## src/rtl/limb_wb_interface.sv

```systemverilog
// LIMB host bus to single-word Wishbone classic master bridge.
// Host strobes are synchronised into clk; one Wishbone cycle is run per transaction.
module limb_wb_interface (
  input  logic        clk,
  input  logic        rst,
  input  logic [7:0]  limb_d_in,
  output logic [7:0]  limb_d_out,
  output logic        limb_d_oe,
  input  logic        limb_clk,
  input  logic        limb_nrd,
  input  logic        limb_start,
  output logic        limb_nwait,
  output logic [35:0] wb_adr_o,
  output logic        wb_we_o,
  output logic [3:0]  wb_sel_o,
  output logic        wb_stb_o,
  output logic        wb_cyc_o,
  output logic [31:0] wb_dat_o,
  input  logic [31:0] wb_dat_i,
  input  logic        wb_ack_i
);

  typedef enum logic [2:0] {IDLE, ADDR, WDATA, WB_WR, WB_RD, RDATA} state_t;

  logic       lclk_s1_q, lclk_s2_q, lclk_prev_q;
  logic       start_s1_q, start_s2_q;
  logic       nrd_s1_q, nrd_s2_q;
  logic [7:0] din_s1_q, din_s2_q;
  logic       limb_edge;

  state_t      state_q, state_d;
  logic [2:0]  count_q, count_d;
  logic [35:0] adr_q, adr_d;
  logic [31:0] dat_q, dat_d;
  logic [31:0] rdata_q, rdata_d;
  logic        nrd_q, nrd_d;
  logic        cyc_q, cyc_d;
  logic        we_q, we_d;
  logic        nwait_q, nwait_d;
  logic        oe_q, oe_d;
  logic [7:0]  d_out_q, d_out_d;

  always_ff @(posedge clk or posedge rst) begin
    if (rst) begin
      lclk_s1_q   <= 1'b0;
      lclk_s2_q   <= 1'b0;
      lclk_prev_q <= 1'b0;
      start_s1_q  <= 1'b0;
      start_s2_q  <= 1'b0;
      nrd_s1_q    <= 1'b0;
      nrd_s2_q    <= 1'b0;
      din_s1_q    <= 8'h00;
      din_s2_q    <= 8'h00;
    end else begin
      lclk_s1_q   <= limb_clk;
      lclk_s2_q   <= lclk_s1_q;
      lclk_prev_q <= lclk_s2_q;
      start_s1_q  <= limb_start;
      start_s2_q  <= start_s1_q;
      nrd_s1_q    <= limb_nrd;
      nrd_s2_q    <= nrd_s1_q;
      din_s1_q    <= limb_d_in;
      din_s2_q    <= din_s1_q;
    end
  end

  assign limb_edge = lclk_s2_q & ~lclk_prev_q;

  // Address, write data and read data are shifted MSB first, one byte per host edge.
  always_comb begin
    state_d = state_q;
    count_d = count_q;
    adr_d   = adr_q;
    dat_d   = dat_q;
    rdata_d = rdata_q;
    nrd_d   = nrd_q;
    cyc_d   = cyc_q;
    we_d    = we_q;
    nwait_d = nwait_q;
    if (limb_edge && start_s2_q && (state_q != WB_WR) && (state_q != WB_RD)) begin
      adr_d[35:32] = din_s2_q[3:0];
      nrd_d        = nrd_s2_q;
      count_d      = 3'd1;
      state_d      = ADDR;
    end else begin
      case (state_q)
        ADDR: begin
          if (limb_edge) begin
            adr_d[31:0] = {adr_q[23:0], din_s2_q};
            if (count_q == 3'd4) begin
              count_d = 3'd0;
              if (nrd_q) begin
                state_d = WDATA;
              end else begin
                state_d = WB_RD;
                cyc_d   = 1'b1;
                we_d    = 1'b0;
                nwait_d = 1'b0;
              end
            end else begin
              count_d = count_q + 3'd1;
            end
          end
        end
        WDATA: begin
          if (limb_edge) begin
            dat_d = {dat_q[23:0], din_s2_q};
            if (count_q == 3'd3) begin
              count_d = 3'd0;
              state_d = WB_WR;
              cyc_d   = 1'b1;
              we_d    = 1'b1;
              nwait_d = 1'b0;
            end else begin
              count_d = count_q + 3'd1;
            end
          end
        end
        WB_WR: begin
          if (wb_ack_i) begin
            cyc_d   = 1'b0;
            we_d    = 1'b0;
            nwait_d = 1'b1;
            state_d = IDLE;
          end
        end
        WB_RD: begin
          if (wb_ack_i) begin
            rdata_d = wb_dat_i;
            cyc_d   = 1'b0;
            nwait_d = 1'b1;
            count_d = 3'd0;
            state_d = RDATA;
          end
        end
        RDATA: begin
          if (limb_edge) begin
            rdata_d = {rdata_q[23:0], 8'h00};
            if (count_q == 3'd3) begin
              count_d = 3'd0;
              state_d = IDLE;
            end else begin
              count_d = count_q + 3'd1;
            end
          end
        end
        default: begin
          state_d = state_q;
        end
      endcase
    end
    oe_d    = (state_d == RDATA) && !nrd_s2_q;
    d_out_d = (state_d == RDATA) ? rdata_d[31:24] : 8'h00;
  end

  always_ff @(posedge clk or posedge rst) begin
    if (rst) begin
      state_q <= IDLE;
      count_q <= 3'd0;
      adr_q   <= 36'h0;
      dat_q   <= 32'h0;
      rdata_q <= 32'h0;
      nrd_q   <= 1'b0;
      cyc_q   <= 1'b0;
      we_q    <= 1'b0;
      nwait_q <= 1'b1;
      oe_q    <= 1'b0;
      d_out_q <= 8'h00;
    end else begin
      state_q <= state_d;
      count_q <= count_d;
      adr_q   <= adr_d;
      dat_q   <= dat_d;
      rdata_q <= rdata_d;
      nrd_q   <= nrd_d;
      cyc_q   <= cyc_d;
      we_q    <= we_d;
      nwait_q <= nwait_d;
      oe_q    <= oe_d;
      d_out_q <= d_out_d;
    end
  end

  assign wb_adr_o   = adr_q;
  assign wb_dat_o   = dat_q;
  assign wb_we_o    = we_q;
  assign wb_cyc_o   = cyc_q;
  assign wb_stb_o   = cyc_q;
  assign wb_sel_o   = 4'hF;
  assign limb_nwait = nwait_q;
  assign limb_d_oe  = oe_q;
  assign limb_d_out = d_out_q;

endmodule

```

## config.mk

```make
export PLATFORM = sky130hd
export DESIGN_NAME = limb_wb_interface
export DESIGN_NICKNAME = d
export VERILOG_FILES = /design/src/rtl/limb_wb_interface.sv
export SDC_FILE = /design/constraint.sdc
export NUM_CORES = 1
export LEC_CHECK = 0
export CORE_ASPECT_RATIO = 1.5
export CORE_MARGIN = 2
export CORE_UTILIZATION = 45
export CTS_CLUSTER_DIAMETER = 120
export DETAILED_ROUTE_END_ITERATION = 10
export HOLD_SLACK_MARGIN = 0.15
export PLACE_DENSITY_LB_ADDON = 0.25
export REMOVE_ABC_BUFFERS = 1
export SKIP_LAST_GASP = 1
export SLEW_MARGIN = 30
export SYNTH_ARGS = -nofsm -noshare
export SYNTH_HDL_FRONTEND = slang
export SYNTH_SLANG_ARGS = --single-unit
```

## constraint.sdc

```tcl
create_clock -name clk -period 4.8 [get_ports clk]
set_input_delay 0.72 -clock clk [delete_from_list [all_inputs] [get_ports clk]]
set_output_delay 0.72 -clock clk [all_outputs]
set_load 0.02 [all_outputs]
```

### Word-level counts from Yosys, hierarchy flattened

Index checks and enable logic that the tools add are counted.

* register bits after elaboration: 142
* word-level logic and storage cells: 103
* bits of input ports: 46
* output and inout port bits: 85

* add/subtract/negate cells: 1
* multiplexer cells: 38
* equality and inequality tests: 22
* reductions and logical operators: 17
* bitwise logic cells: 3

Operators with widths (count)
* two-way mux 32 bit: 3
* one-hot mux 32 bit (2 select lines): 1
* two-way mux 3 bit: 16
* != test 2 bit, second input constant: 8
* AND reduction 8 bit: 2
* one-hot mux 3 bit (5 select lines): 1
* == test 3 bit, second input constant: 4
* two-way mux 1 bit: 12
* == test 3 x 2 -> 1 bit, second input constant: 3
* != test 3 bit, second input constant: 3
* one-hot mux 1 bit (3 select lines): 3
* one-hot mux 3 bit (3 select lines): 1
* two-way mux 8 bit: 1
* AND reduction 4 bit: 2
* AND reduction 3 bit: 2
* nonzero test 3 bit: 2
* logical AND 1 bit: 4
* nonzero test 4 bit: 1
* OR reduction 2 bit: 2
* adder 3 x 1 -> 3 bit, second input constant: 1
* == test 3 x 1 -> 1 bit, second input constant: 1
* != test 3 x 1 -> 1 bit, second input constant: 1
* != test 3 x 2 -> 1 bit, second input constant: 1
* != test 2 x 1 -> 1 bit, second input constant: 1
* other kinds (4): 5

### Depth between registers and ports, before layout

* depth in word-level cells: 8
* gate-level depth with buffers: 6
* mapped depth without buffers: 6

### Least setup slack after synthesis

No wires, ideal clock.

* path type: reg-to-reg
* start point: register state_q[0]
* end point: register oe_q, in the netlist limb_d_oe
* path slack: 2.983 ns
* arrival time: 1.665 ns
* library setup time: 0.152 ns
* data required time: 4.648 ns
* path buffers: 1
* stages on the path, launching flop included: 6
* cells stage by stage: dfrtp_1 > or3b_4 > and3_1 > buf_6 > nor4_4 > a211oi_1

* word-level cells in the longest chain between the ends: 6

Ends and longest elaborated chain
* start, declared: line 31 `state_t state_q, state_d;`
* start signal, assigned: line 170 `state_q <= state_d;`
* two-way mux 3 bit, or another cell as far along: line 139 `if (count_q == 3'd3) begin`
* two-way mux 3 bit, or another cell as far along: line 137 `if (limb_edge) begin`
* one-hot mux 3 bit (5 select lines) / logical AND 1 bit (equally long branches): line 86, 80
* two-way mux 3 bit *: line 80 `if (limb_edge && start_s2_q && (state_q != WB_WR) && (state_q != WB_RD)) begin`
* == test 3 bit *: line 152 `oe_d = (state_d == RDATA) && !nrd_s2_q;`
* logical AND 1 bit *: line 152
* named net oe_d: line 40 `logic oe_q, oe_d;`
* end signal, assigned: line 167 `oe_q <= 1'b0;`
* end signal, assigned: line 179 `oe_q <= oe_d;`
* end, declared: line 40

The timed path passes the listed nets; every way through them passes the cells marked *.
A chain may end at the register's enable or synchronous reset.

### Final worst setup path

* start point: register start_s2_q
* end point: register adr_q[18], in the netlist wb_adr_o[18]

* word-level cells in the longest chain between the ends: 5

Ends and longest elaborated chain
* start, declared: line 26 `logic start_s1_q, start_s2_q;`
* start signal, assigned: line 59 `start_s2_q <= start_s1_q;`
* logical AND 1 bit (3 in a row): line 80
* NOT 1 bit (no source line)
* AND reduction 3 bit (no source line)
* end signal, assigned: line 172 `adr_q <= adr_d;`
* end, declared: line 33 `logic [35:0] adr_q, adr_d;`

No other way between the ends.

==> Implementation_results.wiki <==
{| class="wikitable"
! Metric !! Value
|-
| Outcome || finished, final reports clean
|-
| Type of the most critical hold path || flop to flop
|-
| Detailed Routing Iterations Pass 1 || 4
|-
| CP cell instances || nor3b_1 -> nand3_2 -> mux2_1
|-
| Full die area || 13,500 sq um
|-
| Top fanout value on the critical path || 32
|-
| Number of top-level pins || 131
|-
| Fraction of final layout cells sized beyond drive strength 1 || 10.8%
|-
| Global-route wire length before repair || 19,400 microns
|-
| Max Freq || 393 MHz
|-
| WP data arrival || 2.82 ns
|-
| Met3 track demand over resource in global routing || 4.78%
|-
| Synth async-reset ratio || 100%
|-
| Time the worst path needs with I/O delays and setup || 2.54 ns
|-
| Number of buffers inserted by hold repair at cts || 0
|-
| Number of cells produced by synthesis || 416
|-
| Data required time at the worst endpoint || 5.07 ns
|-
| End-of-flow core utilization || 61.9%
|-
| Worst-case hold slack || 0.345 ns
|-
| CTS tree || yes
|-
| Flop-to-flop setup slack || 2.26 ns
|-
| Adder and majority cell fraction of the synthesized area || 0.885%
|-
| Busiest layer in global routing || met2
|-
| Total global routing track utilization || 18.7%
|-
| Register clock-pin slew on the reported worst setup and hold paths || 0.06 ns
|-
| Xor and xnor area share after synthesis || 0%
|-
| Path type of the worst setup path || flop to flop
|-
| Largest family of logic cells by synthesized area || multiplexers
|-
| Root buffer selected by CTS || sky130_fd_sc_hd__clkbuf_16
|-
| Number of nets with antenna violations after detailed routing || 0
|-
| Post-synth cell types || 50
|-
| CTS H-Tree Depth || 4
|-
| Compound-gate portion of the synthesized area || 10.9%
|-
| Startpoint of the lowest-slack hold path || start_s1_q$_DFF_PP0_
|-
| Total of fill cells in the finished design || 965
|-
| Multiplexer share of the synthesized area || 14.3%
|-
| Worst Setup End Kind || flop
|-
| Pwr dens || 636 nW/um^2
|-
| Quantity of gates resized following cts || 0
|-
| Setup total negative slack || 0 ns
|-
| Worst min-delay path endpoint || start_s2_q$_DFF_PP0_
|-
| Worst r2r src || start_s2_q$_DFF_PP0_
|-
| Worst rel slew slack || 40.7%
|-
| DRC viols || 0
|-
| Final-report setup violation count || 0
|-
| Top_reg_cell synth || sky130_fd_sc_hd__dfrtp_1
|-
| Commonest non-fill, non-tap cell in the layout || sky130_fd_sc_hd__dfrtp_1
|-
| DIE WIDTH || 95.5 microns
|-
| Sequential element share of the synthesized area || 62.9%
|-
| Inserted Clock Buffers || 17
|-
| Multi-input combinational cell area || 1930 sq um
|-
| PnR Total Power || 4880 uW
|-
| Hold Path Depth || 0
|-
| Inserted Diodes || 0
|-
| Max incr delay on CP || 0.79 ns
|-
| Layout overhead on the synthesized area || 35.5%
|-
| Commonest non-fill, non-tap cells in the layout || sky130_fd_sc_hd__dfrtp_1, sky130_fd_sc_hd__clkdlybuf4s50_1, sky130_fd_sc_hd__mux2_1
|-
| Cell family with the largest share of critical-path delay || simple AND/OR/NAND/NOR gates
|-
| Slew at the pin with the worst max-slew slack || 0.887 ns
|-
| HPWL after detailed placement || 8410 microns
|-
| Number of enable flip-flop cells after synthesis || 0
|-
| Maximum resistive drop on vdd || 287 uV
|-
| Cell with the largest stage delay on the worst path || sky130_fd_sc_hd__nand3_2
|-
| Post-route setup slack || 2.26 ns
|-
| Number of max-cap violations || 0
|-
| Final cycle utilization of the critical path || 53.0%
|-
| Global routing met2 resource utilization || 32.5%
|-
| Logic depth of the worst register-to-register path || 3
|-
| Detail-routed net length per standard cell || 16.7 microns
|-
| Sink Count || 142
|-
| Final Net Count || 594
|-
| Number of global-route vias before repair || 3,925
|-
| Via-per-instance ratio || 5.34
|-
| Register bit total from synthesis || 142
|-
| Pre-CTS setup slack || 1.89 ns
|-
| Leakage power total || 0.00347 uW
|-
| Total setup buffers inserted after CTS || 0
|-
| Cell area after technology mapping || 5650 sq um
|-
| Area occupied by registers || 3550 sq um
|-
| Hold Fails Final Rpt || 0
|-
| Wire length reported by the detailed router || 11,900 microns
|-
| Startpoint Class || flop
|-
| Fin. max-slew vios || 0
|-
| Core Rows || 50
|-
| Floorplan die height || 141 microns
|-
| Buffers and inverters on the worst path || 0
|-
| Routability-driven placement congestion ratio || 0.791
|-
| Max clock buf depth || 2
|-
| Average footprint of a synthesized cell || 13.6 sq um
|-
| Clk_skew || 0.00696 ns
|-
| Reg-to-reg critical path endpoint || wb_adr_o[18]$_DFFE_PP0P_
|-
| Yosys warning count || 0
|-
| RSZ-0062 raised after global routing || no
|-
| Worst-Skew Late Latency || 0.40 ns
|-
| Core Region || 12,400 sq um
|-
| Via count || 3,804
|-
| Initial antenna violation count || 0
|-
| Initial Util || 45.6%
|-
| Simple-Gate Fraction of Synth Area || 7.75%
|-
| Number of buffers inserted by port buffering || 126
|-
| Fraction of met1 tracks used by global routing || 21.9%
|-
| Iteration-0 DRC count of the detailed router || 189
|-
| Maximum number of pins on one net before global-route repair || 110
|-
| Grt ovf || 0
|}
==> synthesized netlist by cell type, types with 2 or more instances <==
master,number,area share [%]
sky130_fd_sc_hd__dfrtp_1,141,62
sky130_fd_sc_hd__mux2_1,54,11
sky130_fd_sc_hd__nand2_1,31,2.1
sky130_fd_sc_hd__a2bb2oi_1,16,2.5
sky130_fd_sc_hd__inv_1,16,1.1
sky130_fd_sc_hd__mux2_2,14,2.8
sky130_fd_sc_hd__o21ai_0,14,1.2
sky130_fd_sc_hd__buf_2,12,1.1
sky130_fd_sc_hd__a211oi_1,10,1.3
sky130_fd_sc_hd__nor2_1,9,0.60
sky130_fd_sc_hd__a221oi_1,8,1.2
sky130_fd_sc_hd__a22o_1,8,1.2
sky130_fd_sc_hd__and2_1,6,0.66
sky130_fd_sc_hd__buf_4,5,0.66
sky130_fd_sc_hd__clkbuf_1,5,0.33
sky130_fd_sc_hd__a21oi_1,4,0.35
sky130_fd_sc_hd__ha_1,4,0.89
sky130_fd_sc_hd__mux2i_1,4,0.71
sky130_fd_sc_hd__nand3b_1,4,0.53
sky130_fd_sc_hd__nor3_1,4,0.35
sky130_fd_sc_hd__o21ai_1,4,0.35
sky130_fd_sc_hd__nand2b_1,3,0.33
sky130_fd_sc_hd__nand3_1,3,0.27
sky130_fd_sc_hd__nor3b_1,3,0.40
sky130_fd_sc_hd__a211o_1,2,0.31
sky130_fd_sc_hd__a31oi_1,2,0.22
sky130_fd_sc_hd__a32oi_1,2,0.31
sky130_fd_sc_hd__and3b_1,2,0.31
sky130_fd_sc_hd__nor2b_1,2,0.22
sky130_fd_sc_hd__nor4_4,2,0.75
sky130_fd_sc_hd__o21a_1,2,0.27
sky130_fd_sc_hd__or3b_4,2,0.40
==> metrics by stage <==
| stage | std cells | area, sq um |
|---|---|---|
| 2_1_floorplan | 396 | 5540 |
| 4_1_cts | 713 | 7660 |
| 6_report | 713 | 7660 |
| 3_5_place_dp | 681 | 7030 |
| 3_3_place_gp | 681 | 7030 |
| 5_1_grt | 713 | 7660 |
==> state kept, by name, indices dropped and copies added (netlist names) <==
register     count
nrd_s2_q         1
lclk_s2_q        1
wb_we_o          1
limb_d_oe        1
nrd_q            1
limb_nwait       1
lclk_s1_q        1
rdata_q         32
state_q          3
start_s2_q       1
wb_adr_o        36
wb_cyc_o         1
limb_d_out       8
lclk_prev_q      1
start_s1_q       1
wb_dat_o        32
din_s2_q         8
din_s1_q         8
count_q          3
nrd_s1_q         1
==> cell type report <==
type,count,share of cell area [%]
sequential,142,46.4
multi-input combinational,238,25.2
timing repair buffer,129,16.8
clock buffer,19,5.78
tap,156,2.55
clock inverter,13,2.45
inverter,16,0.882
==> kinds of logic after synthesis <==
group | Yosys count
other | 1
muxes | 72
and+or+nand+nor | 77
DFF | 142
adders and majority gates | 4
buffers and inverters | 39
AOI/OAI and AO/OA | 81
==> layer usage <==
layer  share of wire [%]  vias up  routed length (microns)
met1                  40     1897                     4790
met2                  53      129                     6280
met4                 2.2        0                      259
met3                 4.9       19                      589
li1                    -     1759                        -
met5                   0        -                        0
==> report_power, final <==
| group | total [uW] | leakage [uW] | switching [uW] | internal, uW |
|---|---|---|---|---|
| registers | 1870 | 0.00180 | 296 | 1580 |
| clock network | 1380 | 0.000305 | 492 | 887 |
| logic | 1620 | 0.00137 | 820 | 803 |
==> how the worst max path moves through the flow <==
| stage | from | to | cells after the start |
|---|---|---|---|
| 3_5_place_dp | wb_ack_i | limb_d_out[0]$_DFF_PP0_ | 5 |
| 3_3_place_gp | wb_ack_i | limb_d_out[6]$_DFF_PP0_ | 5 |
| 5_1_grt | lclk_s2_q$_DFF_PP0_ | wb_adr_o[6]$_DFFE_PP0P_ | 3 |
| 6_report | start_s2_q$_DFF_PP0_ | wb_adr_o[18]$_DFFE_PP0P_ | 3 |
| 2_1_floorplan | rst | count_q[0]$_DFFE_PP0P_ | 1 |
| 4_1_cts | start_s2_q$_DFF_PP0_ | wb_adr_o[18]$_DFFE_PP0P_ | 3 |
Note: power is estimated with default switching activity, not from simulation.
